--- src/rtl/adc_spi_engine.sv ---
// +----------------------------------------------------------------------------+
// | adc_spi_engine: AXI-Stream command word -> SPI mode-0 frame to the ADC     |
// | Optional: ADC_SPI_LOOPBACK_EN feeds sdo back to the receiver. Rev 1.0      |
// +----------------------------------------------------------------------------+
`default_nettype none

module adc_spi_engine #(
   parameter int CLK_DIV  = 4,
   parameter int CS_SETUP = 2,
   parameter int CS_HOLD  = 2,
   parameter int CS_GAP   = 4
) (
   input  logic        aclk,
   input  logic        aresetn,
   input  logic [31:0] s_axis_tdata,
   input  logic        s_axis_tvalid,
   output logic        s_axis_tready,
   output logic        spi_cs_n,
   output logic        spi_sck,
   output logic        spi_sdo,
   input  logic        spi_sdi,
   output logic [23:0] rx_data,
   output logic        rx_valid,
   output logic        busy
);

   typedef enum logic [2:0] {
      ST_IDLE  = 3'd0,
      ST_SETUP = 3'd1,
      ST_SHIFT = 3'd2,
      ST_HOLD  = 3'd3,
      ST_GAP   = 3'd4
   } state_t;

   localparam logic [7:0] c_setup   = 8'(CS_SETUP);
   localparam logic [7:0] c_div_m1  = 8'(CLK_DIV - 1);
   localparam logic [7:0] c_hold_m1 = 8'(CS_HOLD - 1);
   localparam logic [7:0] c_gap_m2  = (CS_GAP > 1) ? 8'(CS_GAP - 2) : 8'd0;
   localparam bit         c_has_gap = (CS_GAP > 1);

   state_t      state_q, state_d;
   logic [7:0]  cnt_q, cnt_d;
   logic [4:0]  bits_q, bits_d;
   logic [23:0] tx_q, tx_d;
   logic [23:0] rx_shift_q, rx_shift_d;
   logic [23:0] rx_data_q, rx_data_d;
   logic        rx_valid_q, rx_valid_d;
   logic        cs_n_q, cs_n_d;
   logic        sck_q, sck_d;
   logic        sdo_q, sdo_d;
   logic        tready_q, tready_d;
   logic        busy_q, busy_d;

   logic [5:0]  cmd_len;
   logic [4:0]  cmd_nbits;
   logic [23:0] cmd_aligned;
   logic        rx_in;

   // Left-align the payload so the first bit on the wire is always tx_q[23].
   assign cmd_len     = {1'b0, s_axis_tdata[28:24]} + 6'd1;
   assign cmd_nbits   = (cmd_len > 6'd24) ? 5'd24 : cmd_len[4:0];
   assign cmd_aligned = s_axis_tdata[23:0] << (5'd24 - cmd_nbits);

`ifdef ADC_SPI_LOOPBACK_EN
   logic unused_inputs;
   assign unused_inputs = ^{s_axis_tdata[31:29], spi_sdi};
   assign rx_in         = sdo_q;
`else
   logic unused_inputs;
   assign unused_inputs = ^s_axis_tdata[31:29];
   assign rx_in         = spi_sdi;
`endif

   always_comb begin
      state_d    = state_q;
      cnt_d      = cnt_q;
      bits_d     = bits_q;
      tx_d       = tx_q;
      rx_shift_d = rx_shift_q;
      rx_data_d  = rx_data_q;
      rx_valid_d = 1'b0;
      cs_n_d     = cs_n_q;
      sck_d      = sck_q;
      sdo_d      = sdo_q;
      case (state_q)
         ST_IDLE: begin
            if (s_axis_tvalid && tready_q) begin
               state_d    = ST_SETUP;
               cnt_d      = c_setup;
               bits_d     = cmd_nbits;
               tx_d       = cmd_aligned;
               sdo_d      = cmd_aligned[23];
               rx_shift_d = 24'd0;
               cs_n_d     = 1'b0;
            end
         end
         ST_SETUP: begin
            if (cnt_q == 8'd0) begin
               state_d = ST_SHIFT;
               cnt_d   = c_div_m1;
            end else begin
               cnt_d = cnt_q - 8'd1;
            end
         end
         ST_SHIFT: begin
            if (cnt_q != 8'd0) begin
               cnt_d = cnt_q - 8'd1;
            end else if (!sck_q) begin
               sck_d      = 1'b1;
               cnt_d      = c_div_m1;
               rx_shift_d = {rx_shift_q[22:0], rx_in};
            end else begin
               sck_d = 1'b0;
               cnt_d = c_div_m1;
               if (bits_q == 5'd1) begin
                  state_d = ST_HOLD;
                  cnt_d   = c_hold_m1;
               end else begin
                  bits_d = bits_q - 5'd1;
                  tx_d   = {tx_q[22:0], 1'b0};
                  sdo_d  = tx_q[22];
               end
            end
         end
         ST_HOLD: begin
            if (cnt_q == 8'd0) begin
               cs_n_d     = 1'b1;
               sdo_d      = 1'b0;
               rx_data_d  = rx_shift_q;
               rx_valid_d = 1'b1;
               cnt_d      = c_gap_m2;
               state_d    = c_has_gap ? ST_GAP : ST_IDLE;
            end else begin
               cnt_d = cnt_q - 8'd1;
            end
         end
         ST_GAP: begin
            // The IDLE cycle that follows is the last cs_n-high cycle of the gap.
            if (cnt_q == 8'd0) begin
               state_d = ST_IDLE;
            end else begin
               cnt_d = cnt_q - 8'd1;
            end
         end
         default: state_d = ST_IDLE;
      endcase
      tready_d = (state_d == ST_IDLE);
      busy_d   = (state_d != ST_IDLE);
   end

   always_ff @(posedge aclk) begin
      if (!aresetn) begin
         state_q    <= ST_IDLE;
         cnt_q      <= 8'd0;
         bits_q     <= 5'd0;
         tx_q       <= 24'd0;
         rx_shift_q <= 24'd0;
         rx_data_q  <= 24'd0;
         rx_valid_q <= 1'b0;
         cs_n_q     <= 1'b1;
         sck_q      <= 1'b0;
         sdo_q      <= 1'b0;
         tready_q   <= 1'b0;
         busy_q     <= 1'b0;
      end else begin
         state_q    <= state_d;
         cnt_q      <= cnt_d;
         bits_q     <= bits_d;
         tx_q       <= tx_d;
         rx_shift_q <= rx_shift_d;
         rx_data_q  <= rx_data_d;
         rx_valid_q <= rx_valid_d;
         cs_n_q     <= cs_n_d;
         sck_q      <= sck_d;
         sdo_q      <= sdo_d;
         tready_q   <= tready_d;
         busy_q     <= busy_d;
      end
   end

   assign s_axis_tready = tready_q;
   assign spi_cs_n      = cs_n_q;
   assign spi_sck       = sck_q;
   assign spi_sdo       = sdo_q;
   assign rx_data       = rx_data_q;
   assign rx_valid      = rx_valid_q;
   assign busy          = busy_q;

endmodule

`default_nettype wire

--- config.mk ---
export PLATFORM = sky130hd
export DESIGN_NAME = adc_spi_engine
export DESIGN_NICKNAME = d
export VERILOG_FILES = /design/src/rtl/adc_spi_engine.sv
export SDC_FILE = /design/constraint.sdc
export NUM_CORES = 1
export LEC_CHECK = 0
export CAP_MARGIN = 20
export CORE_ASPECT_RATIO = 0.75
export CORE_MARGIN = 10
export CORE_UTILIZATION = 40
export CTS_CLUSTER_SIZE = 40
export DETAILED_ROUTE_END_ITERATION = 10
export GPL_TIMING_DRIVEN = 0
export PLACE_DENSITY_LB_ADDON = 0.2
export SLEW_MARGIN = 25
export SYNTH_ARGS = -nofsm -noshare
export SYNTH_HDL_FRONTEND = slang
export SYNTH_SLANG_ARGS = --single-unit
--- constraint.sdc ---
create_clock -name aclk -period 3.2 [get_ports aclk]
set_clock_uncertainty 0.1 [all_clocks]
set_input_delay 0.32 -clock aclk [delete_from_list [all_inputs] [get_ports aclk]]
set_output_delay 0.32 -clock aclk [all_outputs]
set_load 0.03 [all_outputs]
# == Word level (Yosys, flattened, before mapping) ==
# Index checks and enable logic that the tools add are counted.
# totals
regBits,93
inputBits,36
# op_classes
addsub,4
order_cmp,1
n_eq_ne,12
shifts,1
mux,42
bitwise_logic,1
n_reduce_logical,18
# ops
cell,n
2-to-1 mux 23 bit,4
2-to-1 mux 24 bit,3
one-hot mux 24 bit (2 select lines),1
one-hot mux 23 bit (2 select lines),1
2-to-1 mux 8 bit,5
one-hot mux 8 bit (5 select lines),1
2-to-1 mux 5 bit,5
left shift 24 x 5 -> 24 bit,1
2-to-1 mux 3 bit,7
one-hot mux 3 bit (5 select lines),1
"inequality test 2 bit, second input constant",7
one-hot mux 5 bit (2 select lines),1
2-to-1 mux 1 bit,9
zero test 8 bit,1
nonzero test 8 bit,1
"subtractor 8 x 1 -> 8 bit, second input constant",1
"adder 5 x 1 -> 6 bit, second input constant",1
"equality test 3 x 2 -> 1 bit, second input constant",2
"> comparator 6 x 5 -> 1 bit, second input constant",1
zero test 3 bit,2
AND reduction 2 bit,3
AND reduction 3 bit,2
AND reduction 6 bit,1
nonzero test 3 bit,2
14 further kinds,16

# == Logic depth before layout (Yosys ltp) ==
# depth
ltp_word,7
depth_mapped,12
depth_no_buf,10

# == Worst setup path before layout ==
# Ideal clock, no wire load.
# synth_timing
kind,input -> register
startpoint,input port s_axis_tdata[28]
endpoint,register tx_q[19]
setup_ns,0.165
arrival_ns,2.551
required_ns,2.935
path_slack_ns,0.384
stages,12
path_cell_list,buf_2 > a21oi_2 > inv_2 > ha_1 > buf_2 > xnor3_1 > mux2i_1 > nand2_1 > and3_1 > mux2_2 > a2111oi_1 > a211oi_1
# synth_via
elab_chain_len,7
# synth_rtl
item,line,rtl
start: declaration,15,"input logic [31:0] s_axis_tdata,"
adder 5 x 1 -> 6 bit (*),60,"assign cmd_len = {1'b0, s_axis_tdata[28:24]} + 6'd1;"
> comparator 6 x 5 -> 1 bit,61,assign cmd_nbits = (cmd_len > 6'd24) ? 5'd24 : cmd_len[4:0];
2-to-1 mux 5 bit (*),61,
subtractor 5 bit (*),62,assign cmd_aligned = s_axis_tdata[23:0] << (5'd24 - cmd_nbits);
left shift 24 x 5 -> 24 bit (*),62,
2-to-1 mux 23 bit (*),87,if (s_axis_tvalid && tready_q) begin
one-hot mux 23 bit (2 select lines) (*),85,case (state_q)
end signal: assignment,169,tx_q <= tx_d;
end: declaration,44,"logic [23:0] tx_q, tx_d;"
# Every way passes the cells marked *; elsewhere a longest branch is shown, timed or not. The select of a mux whose other input is x is not followed.
# A chain may end at the register's enable or synchronous reset.

# == Worst setup path in the final report ==
# layout_timing
startpoint,input port s_axis_tdata[25]
endpoint,register tx_q[19]
# Same word-level chain as after synthesis.

==> impl_metrics.ini <==
[setup_path]
path_depth = 12
critical_path_class = input pin to register
critPathTopFamily = buffers and inverters
slowest_stage = clkdlybuf4s50_1
startpoint = s_axis_tdata[25]
critPathCapture = tx_q[19]
startpoint_type = input pin
slowest_delay_ns = 0.45
crit_chain = clkdlybuf4s50_1 > ha_1 > nand2_1 > ha_1 > buf_2 > xnor3_1 > mux2i_1 > nand2_1 > and3_1 > mux2_2 > a2111oi_4 > a211oi_1
required_ns = 3.28
crit_fanout = 8
reg2reg_depth = 9
cp.arrival_ns = 3.07
r2r_end = cnt_q[7]
crit_buf_inv = 2
ff2ff_setup_slack_ns = 0.36
endpoint_kind = register
r2r_start = cnt_q[0]

[run_status]
status = complete, no violations

[synth]
synth_area_per_cell_um2 = 8.31
ys_types = 68
synth-seq-cells = 93
yosysSeqAreaShare_pct = 37.0
synth_top_cell_by_area = dfxtp_1
ys_top_cells_by_count = dfxtp_1 (93), nand2_1 (93), nor2_1 (71)
synth_flop_cell = dfxtp_1
yosys.area.top_type_share_pct = 37.0
synth_enable_flop_cells = 0
synth_cells = 605
synth_area_leaders = dfxtp_1 (37%), mux2i_1 (7.4%), nand2_1 (6.9%), nor2_1 (5.3%), a21oi_1 (4.8%)
synthesis.area_um2 = 5030
synthArstFlopShare_pct = 0
synth.yosys.warnings = 0
syn-num-nets = 647

[min_path]
holdPathStages = 2
hp-class = register to register

[floorplan]
fp.dieW_um = 149
io_pins = 66
dieHeight_um = 117
dieArea_um2 = 17500
fp.coreArea_um2 = 12300
start_util_pct = 40.9
row_count = 35

[timing]
achievable-frequency_mhz = 335
drv_slew = 0
slew_headroom_pct = 42.1
timing.final.crit_share_pct = 93.3
period_needed_ns = 2.99
setup_viol = 0
finalHoldViolations = 0
hold_ws_ns = 0.354
tns_ns = 0
rsz0062_at_grt = no
worstMarginPinSlew_ns = 0.862

[route]
wl_met3_um = 809
vias = 4800
drc = 0
wl_um = 14900
highest_layer = met4
wl_met2_um = 6630
vias_per_cell = 5.66
first_pass_iters = 5
wl_per_cell_um = 17.6
met1_length_um = 7380
ant_nets = 0
drt-initial-drc-count = 499

[cts]
cts-root-buf = clkbuf_16
clock_latency_ns = 0.35
cts_buffer_depth = 2
cts_buffers = 9
cts.clk_slew.worst_paths_ns = 0.07
cts_hold_buf = 0
cts_sinks = 93
htreeDepth = 3
cts_tree = done

[pwr]
powerDensity_nw_per_um2 = 680
ir_worst_vdd_uv = 389
p_leak_nw = 2.20

[final_layout]
drive_gt1_share_pct = 8.94
syn_to_final_growth_pct = 22.6
postLayoutCoreUtil_pct = 50.1
num_antenna_cells = 0
nFillCells = 1176
fin_nets = 720

[global_route]
grt_max_degree = 17
grt_pass1_vias = 4666
grt.total_usage_pct = 17.1
antenna_found_initial = 0
grt_overflow_total = 0
grt_pass1_wl_um = 24300

[job]
max_cap_violations = 0

[placed_design]
hpwl_um = 11300
gp_congestion = 0.911
io_buffers = 61
## sequential cells by signal, summed over array words and instances, names as in the netlist
signal	flops
rx_data	24
s_axis_tready	1
spi_cs_n	1
cnt_q	8
spi_sdo	1
spi_sck	1
tx_q	23
rx_shift_q	24
rx_valid	1
bits_q	5
busy	1
state_q	3
## placed cells by master, fill, tap and decap left out, drive strengths merged, types with 16 or more instances in the layout
master         count
o21ai             19
clkbuf            39
mux2i             37
a21oi             50
buf               16
nand2             93
dfxtp             93
a22oi             32
nor2              72
nor3              17
clkdlybuf4s50     59
## worst min path at each step
stage / start / end / slack (ns)
global placement: rx_shift_q[23] / rx_data[23] / 0.34
finish: rx_data[0] / rx_data[0] / 0.35
global route: rx_data[4] / rx_data[4] / 0.38
detailed placement: rx_data[2] / rx_data[2] / 0.35
floorplan: rx_shift_q[23] / rx_data[23] / 0.33
CTS: rx_data[2] / rx_data[2] / 0.36
## logic make-up (layout without fill, tap and decap cells)
logic type | count (synthesis) | in the layout | synth area share (%)
AO/OA/AOI/OAI | 157 | 157 | 20.9
AND/OR/NAND/NOR | 225 | 225 | 19.9
adder cells (fa/ha/maj) | 6 | 6 | 1.49
XOR/XNOR | 12 | 12 | 2.74
multiplexers | 54 | 54 | 13.0
flip-flops | 93 | 93 | 37.0
buffers and inverters | 58 | 135 | 4.95
## per-layer routing
metal	GRT usage [%]	vias up
met5	0	-
met4	3.65	0
met3	3.88	12
met2	25.8	115
met1	24.2	2353
li1	-	2320
## through the flow
stage,setup slack [ns],instance area [um^2],std cells,total power [mW]
after detailed placement,-0.532,5850,832,3.17
final,0.214,6160,848,4.19
after global routing,0.0757,6160,848,4.45
after global placement,-0.556,5850,832,3.14
after floorplan,0.384,5030,605,2.70
after CTS,0.0178,6140,847,4.18
## area by class of cell
type / count / area, um^2 / share of cell area (%)
well taps: 166 / 208 / 3.37
multi-input cells: 454 / 2950 / 47.8
clock buffers: 9 / 225 / 3.65
plain buffers: 45 / 200 / 3.25
repair buffers: 62 / 623 / 10.1
inverters: 13 / 48.8 / 0.792
flip-flops and latches: 93 / 1860 / 30.2
clock inverters: 6 / 48.8 / 0.792
## repair_timing
item,CTS,global route
endpoints found under the setup margin,1,8
buffers inserted,0,1
gates resized for setup,2,3
## tightest hold or removal path, cell delays in order (launching register included)
cell     delay, ns
dfxtp_1       0.31
nand2_1       0.05
a21oi_1       0.05
## power breakdown
group | switching, mW | internal (mW) | total [mW]
sequential | 0.138 | 1.34 | 1.48
clock | 0.462 | 0.529 | 0.991
combinational | 1.07 | 0.651 | 1.72
No activity file was read; power rests on OpenSTA's default activity.
